### src/rtl/jt1943_objscan.sv
// jt1943_objscan: per-line sprite scanner that fills a ping-pong line table for jt1943_objdraw.
// Define JT1943_OBJSCAN_OVF_EN to enable the sticky obj_ovf overflow flag.
module jt1943_objscan #(
  parameter int OBJMAX = 31,
  parameter int NOBJ   = 128
) (
  input  logic       clk,
  input  logic       rst_n,
  input  logic       HINIT,
  input  logic [7:0] V,
  output logic [8:0] objram_addr,
  input  logic [7:0] objram_data,
  input  logic [4:0] objcnt,
  input  logic [3:0] pxlcnt,
  output logic [7:0] objbuf_data,
  output logic       obj_ovf
);
  localparam logic [4:0] SLOT_MAX = 5'(OBJMAX);
  localparam logic [6:0] OBJ_LAST = 7'(NOBJ - 1);

  typedef enum logic [2:0] {IDLE, ADDR, WAIT, TEST, COPY, NEXT, DONE} state_t;

  state_t     state_q, state_d;
  logic       bank_q, bank_d;
  logic [4:0] cnt_wr_q, cnt_wr_d, cnt_rd_q, cnt_rd_d;
  logic [6:0] obj_q, obj_d;
  logic [2:0] cpy_q, cpy_d;
  logic [7:0] vt_q, vt_d;
  logic [8:0] addr_q, addr_d;
  logic       ovf_set;
  logic       wr_en;
  logic [4:0] wr_slot;
  logic [1:0] wr_byte;
  logic [7:0] objy, ydiff;
  logic       hit;
  logic [7:0] rd_q, rd_d;
  logic [7:0] tbl [256];
  logic       unused_pxl;

  assign unused_pxl  = ^pxlcnt[3:2];
  assign objram_addr = addr_q;
  assign objbuf_data = rd_q;

  // Same wrap-around zone test as the draw side
  assign objy  = objram_data - 8'd2;
  assign ydiff = vt_q - objy;
  assign hit   = ydiff < 8'd16;

  // Byte k lands two edges after its address was registered (cpy = k+1)
  assign wr_slot = cnt_wr_q + 5'd1;
  assign wr_byte = cpy_q[1:0] - 2'd1;

  always_comb begin
    state_d  = state_q;
    bank_d   = bank_q;
    cnt_wr_d = cnt_wr_q;
    cnt_rd_d = cnt_rd_q;
    obj_d    = obj_q;
    cpy_d    = cpy_q;
    vt_d     = vt_q;
    addr_d   = addr_q;
    ovf_set  = 1'b0;
    wr_en    = 1'b0;
    if (HINIT) begin
      bank_d   = ~bank_q;
      cnt_rd_d = cnt_wr_q;
      cnt_wr_d = 5'd0;
      vt_d     = V + 8'd1;
      obj_d    = OBJ_LAST;
      state_d  = ADDR;
    end else begin
      case (state_q)
        ADDR: begin
          addr_d  = {obj_q, 2'd2};
          state_d = WAIT;
        end
        WAIT: state_d = TEST;
        TEST: begin
          if (!hit) begin
            state_d = NEXT;
          end else if (cnt_wr_q == SLOT_MAX) begin
            ovf_set = 1'b1;
            state_d = NEXT;
          end else begin
            addr_d  = {obj_q, 2'd0};
            cpy_d   = 3'd0;
            state_d = COPY;
          end
        end
        COPY: begin
          if (cpy_q < 3'd3) addr_d = {obj_q, cpy_q[1:0] + 2'd1};
          wr_en = (cpy_q != 3'd0);
          cpy_d = cpy_q + 3'd1;
          if (cpy_q == 3'd4) begin
            cnt_wr_d = cnt_wr_q + 5'd1;
            state_d  = NEXT;
          end
        end
        NEXT: begin
          if (obj_q == 7'd0) begin
            state_d = DONE;
          end else begin
            obj_d   = obj_q - 7'd1;
            state_d = ADDR;
          end
        end
        default: state_d = state_q;
      endcase
    end
  end

  always_ff @(posedge clk) begin
    if (!rst_n) begin
      state_q  <= IDLE;
      bank_q   <= 1'b0;
      cnt_wr_q <= 5'd0;
      cnt_rd_q <= 5'd0;
      obj_q    <= 7'd0;
      cpy_q    <= 3'd0;
      vt_q     <= 8'd0;
      addr_q   <= 9'd0;
    end else begin
      state_q  <= state_d;
      bank_q   <= bank_d;
      cnt_wr_q <= cnt_wr_d;
      cnt_rd_q <= cnt_rd_d;
      obj_q    <= obj_d;
      cpy_q    <= cpy_d;
      vt_q     <= vt_d;
      addr_q   <= addr_d;
    end
  end

`ifdef JT1943_OBJSCAN_OVF_EN
  logic ovf_q;
  assign obj_ovf = ovf_q;
  always_ff @(posedge clk) begin
    if (!rst_n)       ovf_q <= 1'b0;
    else if (HINIT)   ovf_q <= 1'b0;
    else if (ovf_set) ovf_q <= 1'b1;
  end
`else
  logic unused_ovf;
  assign unused_ovf = ovf_set;
  assign obj_ovf    = 1'b0;
`endif

  always_ff @(posedge clk) begin
    if (rst_n && wr_en) tbl[{bank_q, wr_slot, wr_byte}] <= objram_data;
  end

  // Empty slots read as an object parked outside the zone and off screen
  always_comb begin
    rd_d = tbl[{~bank_q, objcnt, pxlcnt[1:0]}];
    if (objcnt == 5'd0 || objcnt > cnt_rd_q) begin
      case (pxlcnt[1:0])
        2'd2:    rd_d = vt_q + 8'h40;
        2'd3:    rd_d = 8'hF8;
        default: rd_d = 8'h00;
      endcase
    end
  end

  always_ff @(posedge clk) begin
    if (!rst_n) rd_q <= 8'd0;
    else        rd_q <= rd_d;
  end
endmodule

### config.mk
export PLATFORM = sky130hd
export DESIGN_NAME = jt1943_objscan
export DESIGN_NICKNAME = d
export VERILOG_FILES = /design/src/rtl/jt1943_objscan.sv
export SDC_FILE = /design/constraint.sdc
export NUM_CORES = 2
export LEC_CHECK = 0
export BUFFER_PORTS_ARGS = -buffer_cell sky130_fd_sc_hd__buf_4
export CORE_MARGIN = 5
export CORE_UTILIZATION = 40
export DETAILED_ROUTE_END_ITERATION = 6
export SLEW_MARGIN = 20
export SYNTH_ARGS = -nofsm -noshare
export SYNTH_HDL_FRONTEND = slang
export SYNTH_SLANG_ARGS = --single-unit
### constraint.sdc
create_clock -name clk -period 4 [get_ports clk]
set_clock_uncertainty 0.1 [all_clocks]
set_input_delay 0.8 -clock clk [delete_from_list [all_inputs] [get_ports clk]]
set_output_delay 0.8 -clock clk [all_outputs]
set_load 0.01 [all_outputs]
* Word level (Yosys, flattened, before mapping)
Memories as Yosys holds them, arrays and structs flattened.
Cells that the tools add are included.
** Word-level totals
- Bits in registers :: 49
- Logic and storage cells :: 80
- Bits of input ports :: 28
- RAM bits :: 2048
- Memories kept :: 1
- Output and inout port bits :: 18
** Cells by class
- Bitwise gates (word level) :: 3
- Mux-type cells :: 22
- Order comparisons :: 3
- $add $sub $neg :: 9
- Equal/unequal tests :: 15
- Reductions and logical operators :: 17
** Memory list
- tbl :: words 256, bits a word 8, read ports 1, clocked after memory_dff 0, wr ports 1, RTL line 37 : logic [7:0] tbl [256];
** Operator list (count)
- 2-to-1 mux 9 bit :: 3
- one-hot mux 9 bit (3 select lines) :: 1
- 2-to-1 mux 7 bit :: 3
- one-hot mux 8 bit (2 select lines) :: 1
- one-hot mux 3 bit (5 select lines) :: 1
- 2-to-1 mux 3 bit :: 4
- != test 2 bit, second input constant :: 5
- == test 3 bit, second input constant :: 3
- adder 8 x 1 -> 8 bit, second input constant :: 1
- adder 8 x 7 -> 8 bit, second input constant :: 1
- less-than comparator 8 x 5 -> 1 bit, second input constant :: 1
- 2-to-1 mux 8 bit :: 1
- AND reduction 2 bit :: 4
- subtractor 8 x 2 -> 8 bit, second input constant :: 1
- subtractor 8 bit :: 1
- zero test 7 bit :: 1
- 2-to-1 mux 1 bit :: 7
- subtractor 7 x 1 -> 7 bit, second input constant :: 1
- == test 3 x 2 -> 1 bit, second input constant :: 2
- one-hot mux 3 bit (2 select lines) :: 1
- nonzero test 3 bit :: 2
- nonzero test 6 bit :: 1
- adder 5 x 1 -> 5 bit, second input constant :: 1
- == test 5 bit, second input constant :: 1
- 17 further kinds :: 21

* Depth between registers and ports, before layout
- Depth after elaboration :: 6
- Mapped depth :: 14
- Mapped depth without buffers :: 10

* Least setup slack after synthesis
No wires, ideal clock.
- Path kind :: in2reg
- Start point :: input port objcnt[0]
- End point :: register rd_q[2], in the netlist objbuf_data[2]
- Arrival :: 3.068 ns
- Stages on the path :: 13
- Data required time :: 3.780 ns
- Path slack :: 0.712 ns
- Setup time :: 0.120 ns
- Path buffers :: 5
- Cell sequence :: buf_4 inv_1 buf_2 buf_2 buf_2 ha_1 nor2b_1 o21a_1 o21ai_0 a21oi_1 or2_2 clkbuf_1 o31a_1
** Between the ends
- Cells in the longest elaborated chain, start to end :: 3
- Elaborated cells on any way between the ends :: 5
- Those cells by class :: order compare: 1; mux: 1; reduce/logical: 2; memory: 1
** RTL lines
- from (decl) :: RTL line 13 : input logic [4:0] objcnt,
- branches (longest 2 deep; another with memory (256 x 8 bit))
- 2-to-1 mux 8 bit (*) :: RTL line 155 : if (objcnt == 5'd0 || objcnt > cnt_rd_q) begin
- to (signal assigned) :: RTL line 166 : else rd_q <= rd_d;
- to (decl) :: RTL line 36 : logic [7:0] rd_q, rd_d;
Mark *: on every way between the ends.
A chain may end at the register's enable or synchronous reset.

* Final worst setup path
- Start point :: register cnt_wr_q[0]
- End point :: memory tbl[158][2], enable pin
** Between the ends
- Cells in the longest elaborated chain, start to end :: 1
** RTL lines
- from (decl) :: RTL line 25 : logic [4:0] cnt_wr_q, cnt_wr_d, cnt_rd_q, cnt_rd_d;
- from (signal assigned) :: RTL line 125 : cnt_wr_q <= cnt_wr_d;
- adder 5 x 1 -> 5 bit :: RTL line 50 : assign wr_slot = cnt_wr_q + 5'd1;
- named net wr_slot[4] :: RTL line 32 : logic [4:0] wr_slot;
- to (decl) :: RTL line 37
The timed path passes the listed nets, and every way through them passes these cells.

==> flow_summary.json <==
{
  "run_status": "completed",
  "initial_core_util_pct": 40.2,
  "dominant_cell_by_count_in_the_synthesized_netlist": "sky130_fd_sc_hd__edfxtp_1",
  "pin_count_of_the_biggest_net_entering_global_routing": 170,
  "drc_errors": 0,
  "boundaryPins": 46,
  "first_drt_pass_iteration_count": 6,
  "leakage_nw": 31.2,
  "dieWidth_um": 464,
  "worstPathRequired_ns": 4.45,
  "grt-ovfl-total": 0,
  "slew_headroom_pct": 22.5,
  "criticalPathCategory": "flop to flop",
  "ys_ff_latch": 2097,
  "fmax_ghz": 0.283,
  "place_hpwl_um": 149000,
  "synth_cell_types": 67,
  "postSynth.topFlopCell": "sky130_fd_sc_hd__edfxtp_1",
  "crit_path_start_kind": "flop",
  "path_max_fanout": 16,
  "hold_violations": 0,
  "worst_hold_path_type": "primary input to flop",
  "drive_above_1_share_pct": 31.2,
  "mappedNetlistArea_um2": 82300,
  "clock_sinks": 2097,
  "path_common_cell": "sky130_fd_sc_hd__ha_1",
  "critical_path.endpoint_type": "flop",
  "place.gp.congestion": 0.889,
  "worst_ir_drop_vdd_v": 0.000445,
  "clock_buffer_count_from_cts": 202,
  "area.growth.synth_to_final_pct": 17.2,
  "globalRouteTotalUtil_pct": 21.0,
  "crit_slowest_cell": "sky130_fd_sc_hd__nand2_1",
  "num_vias": 43128,
  "cts.repair.resized": 0,
  "cp_top_family": "simple AND/OR/NAND/NOR gates",
  "synth_instances": 3984,
  "setup_slack_ns": 0.467,
  "setup_viol_count_final": 0,
  "avgSynthCellArea_um2": 20.7,
  "synth.largest_area_cell": "sky130_fd_sc_hd__edfxtp_1",
  "yosys_warning_count": 0,
  "detail_route.wl_per_cell_um": 30.8,
  "grt_setup_unrepaired": "no",
  "ant_nets": 0,
  "grt_pass1_vias": 43158,
  "critical_path_buf_inv_count": 1,
  "dieArea_um2": 215000,
  "tritoncts": "done",
  "grt_pass1_wl_um": 325000,
  "path_clk_slew_ns": 0.06,
  "initialDrtViolationCount": 5767,
  "clockRootBuffer": "sky130_fd_sc_hd__clkbuf_16",
  "vias_per_cell": 5.79,
  "portBuffers": 42,
  "synth_largest_type_area_fraction_pct": 74.7,
  "max_cap_violations": 0,
  "timing_max_transition_violations_final": 0,
  "critical_path.cell_chain": "ha_1, and3_1, ha_1, nor2b_1, nand2_1, nor2_1, buf_4",
  "final.min_clock_period_ns": 3.53,
  "number_of_antenna_violations_at_the_first_check_in_global_routing": 9,
  "floorplan.rows": 166,
  "netlist_top_cells_area": "sky130_fd_sc_hd__edfxtp_1 (75%), sky130_fd_sc_hd__mux4_2 (14%), sky130_fd_sc_hd__mux2i_1 (1.8%)",
  "core_area_um2": 205000,
  "netlist_top_cells_count": "sky130_fd_sc_hd__edfxtp_1 (2048), sky130_fd_sc_hd__mux4_2 (508), sky130_fd_sc_hd__nor2_1 (324), sky130_fd_sc_hd__mux2i_1 (148), sky130_fd_sc_hd__nand2_1 (104)",
  "die_y_um": 464,
  "worst-slew-pin-transition_ns": 1.13,
  "fill_cells": 16830,
  "clock_path_buffers": 3,
  "ctsHtreeMaxLevel": 4,
  "synth.yosys.seq_area_share_pct": 75.9,
  "post_synth_edffs": 2048,
  "power.density_nw_per_um2": 472,
  "insertion_delay_ns": 0.86,
  "min_period_over_period_pct": 88.3,
  "cp_data_arrival_time_ns": 3.99,
  "slowest_delay_ns": 0.57,
  "synth_fp_nets": 4041,
  "dpl_worst_slack_ns": -0.144,
  "post_layout_total_power_w": 0.0455,
  "num-nets-final": 4657,
  "share_of_async_settable_or_async_resettable_flops_after_synthesis_pct": 0,
  "wirelength_um": 230000
}
[cells by family (layout without fill, tap and decap cells)]
group / after synthesis / in the layout / synth area share, %
DFF: 2097 / 2097 / 75.9
muxes: 675 / 675 / 16.0
and+or+nand+nor: 576 / 576 / 3.03
AOI/OAI and AO/OA: 326 / 326 / 2.70
buffers and inverters: 259 / 1039 / 1.70
adders and majority gates: 29 / 29 / 0.441
xor gates and xnor gates: 21 / 21 / 0.224
other: 1 / 4 / 0.00456
[worst register-to-register path, stage by stage, from the launching register on]
cell	delay [ns]
sky130_fd_sc_hd__dfxtp_1	0.51
sky130_fd_sc_hd__ha_1	0.39
sky130_fd_sc_hd__and3_1	0.21
sky130_fd_sc_hd__ha_1	0.36
sky130_fd_sc_hd__nor2b_1	0.37
sky130_fd_sc_hd__nand2_1	0.57
sky130_fd_sc_hd__nor2_1	0.47
sky130_fd_sc_hd__buf_4	0.25
[flip-flops by register name, indices dropped and copies added (netlist names)]
name         flops
bank_q           1
cnt_rd_q         5
cnt_wr_q         5
cpy_q            3
obj_q            7
objbuf_data      8
objram_addr      9
state_q          3
tbl           2048
vt_q             8
[layout by cell type (no fill, tap or decap), types with 44 or more instances in the layout]
cell	count
sky130_fd_sc_hd__edfxtp_1	2048
sky130_fd_sc_hd__buf_4	587
sky130_fd_sc_hd__mux4_2	508
sky130_fd_sc_hd__nor2_1	322
sky130_fd_sc_hd__clkbuf_16	205
sky130_fd_sc_hd__mux2i_1	148
sky130_fd_sc_hd__nand2_1	95
sky130_fd_sc_hd__a21oi_1	61
sky130_fd_sc_hd__a22oi_1	53
sky130_fd_sc_hd__o21ai_0	52
sky130_fd_sc_hd__dfxtp_1	49
sky130_fd_sc_hd__buf_12	47
sky130_fd_sc_hd__clkbuf_1	44
[routing by layer]
layer	GRT usage (%)	vias to the layer above	routed length, µm
met1	29.6	23019	93300
met4	8.12	0	9170
met5	0	-	0
met2	32.6	2007	107000
li1	-	17728	-
met3	4.28	374	19900
[worst paths after layout]
| check | start | endpoint | slack (ns) | depth (start not counted) |
|---|---|---|---|---|
| setup reg to reg | cnt_wr_q[0] | tbl[158][2] | 0.47 | 7 |
| setup / recovery | cnt_wr_q[0] | tbl[158][2] | 0.47 | 7 |
| hold / removal | rst_n | state_q[0] | 0.18 | 2 |
| hold reg to reg | objram_addr[0] | objram_addr[0] | 0.38 | 2 |
[where the power goes]
group	internal, W	switching, W	total (W)
Sequential	0.0241	0.0000428	0.0242
Combinational	0.000971	0.00163	0.00260
Clock	0.0104	0.00828	0.0187
[through the flow]
stage | cell area [µm²] | setup TNS [ns] | utilization (%) | hold WS, ns | instances
global placement | 89900 | -0.139 | 43.9 | 0.358 | 7083
detailed placement | 89900 | -0.165 | 43.9 | 0.365 | 7083
global route | 96400 | 0 | 47.1 | 0.125 | 7452
floorplan | 82300 | 0 | - | 0.351 | 3984
finish | 96400 | 0 | 47.1 | 0.179 | 7455
CTS | 96400 | 0 | 47.1 | 0.100 | 7452
[timing repair]
action / 4_1_cts / 5_1_grt
endpoints found under the hold margin: 1 / 0
setup buffers: 0 / 0
endpoints found under the setup margin: 0 / 0
hold buffers: 1 / 0
[area by class of cell]
class,instances,area (µm²),share of cell area [%]
inverter,23,88.8,0.0922
timing repair buffer,648,5530,5.74
tap,2688,3360,3.49
antenna,3,7.51,0.00779
multi-input combinational,1628,18500,19.1
clock buffer,249,5300,5.49
sequential,2097,62500,64.8
clock inverter,119,1180,1.22
No activity file was read; power rests on OpenSTA's default activity.
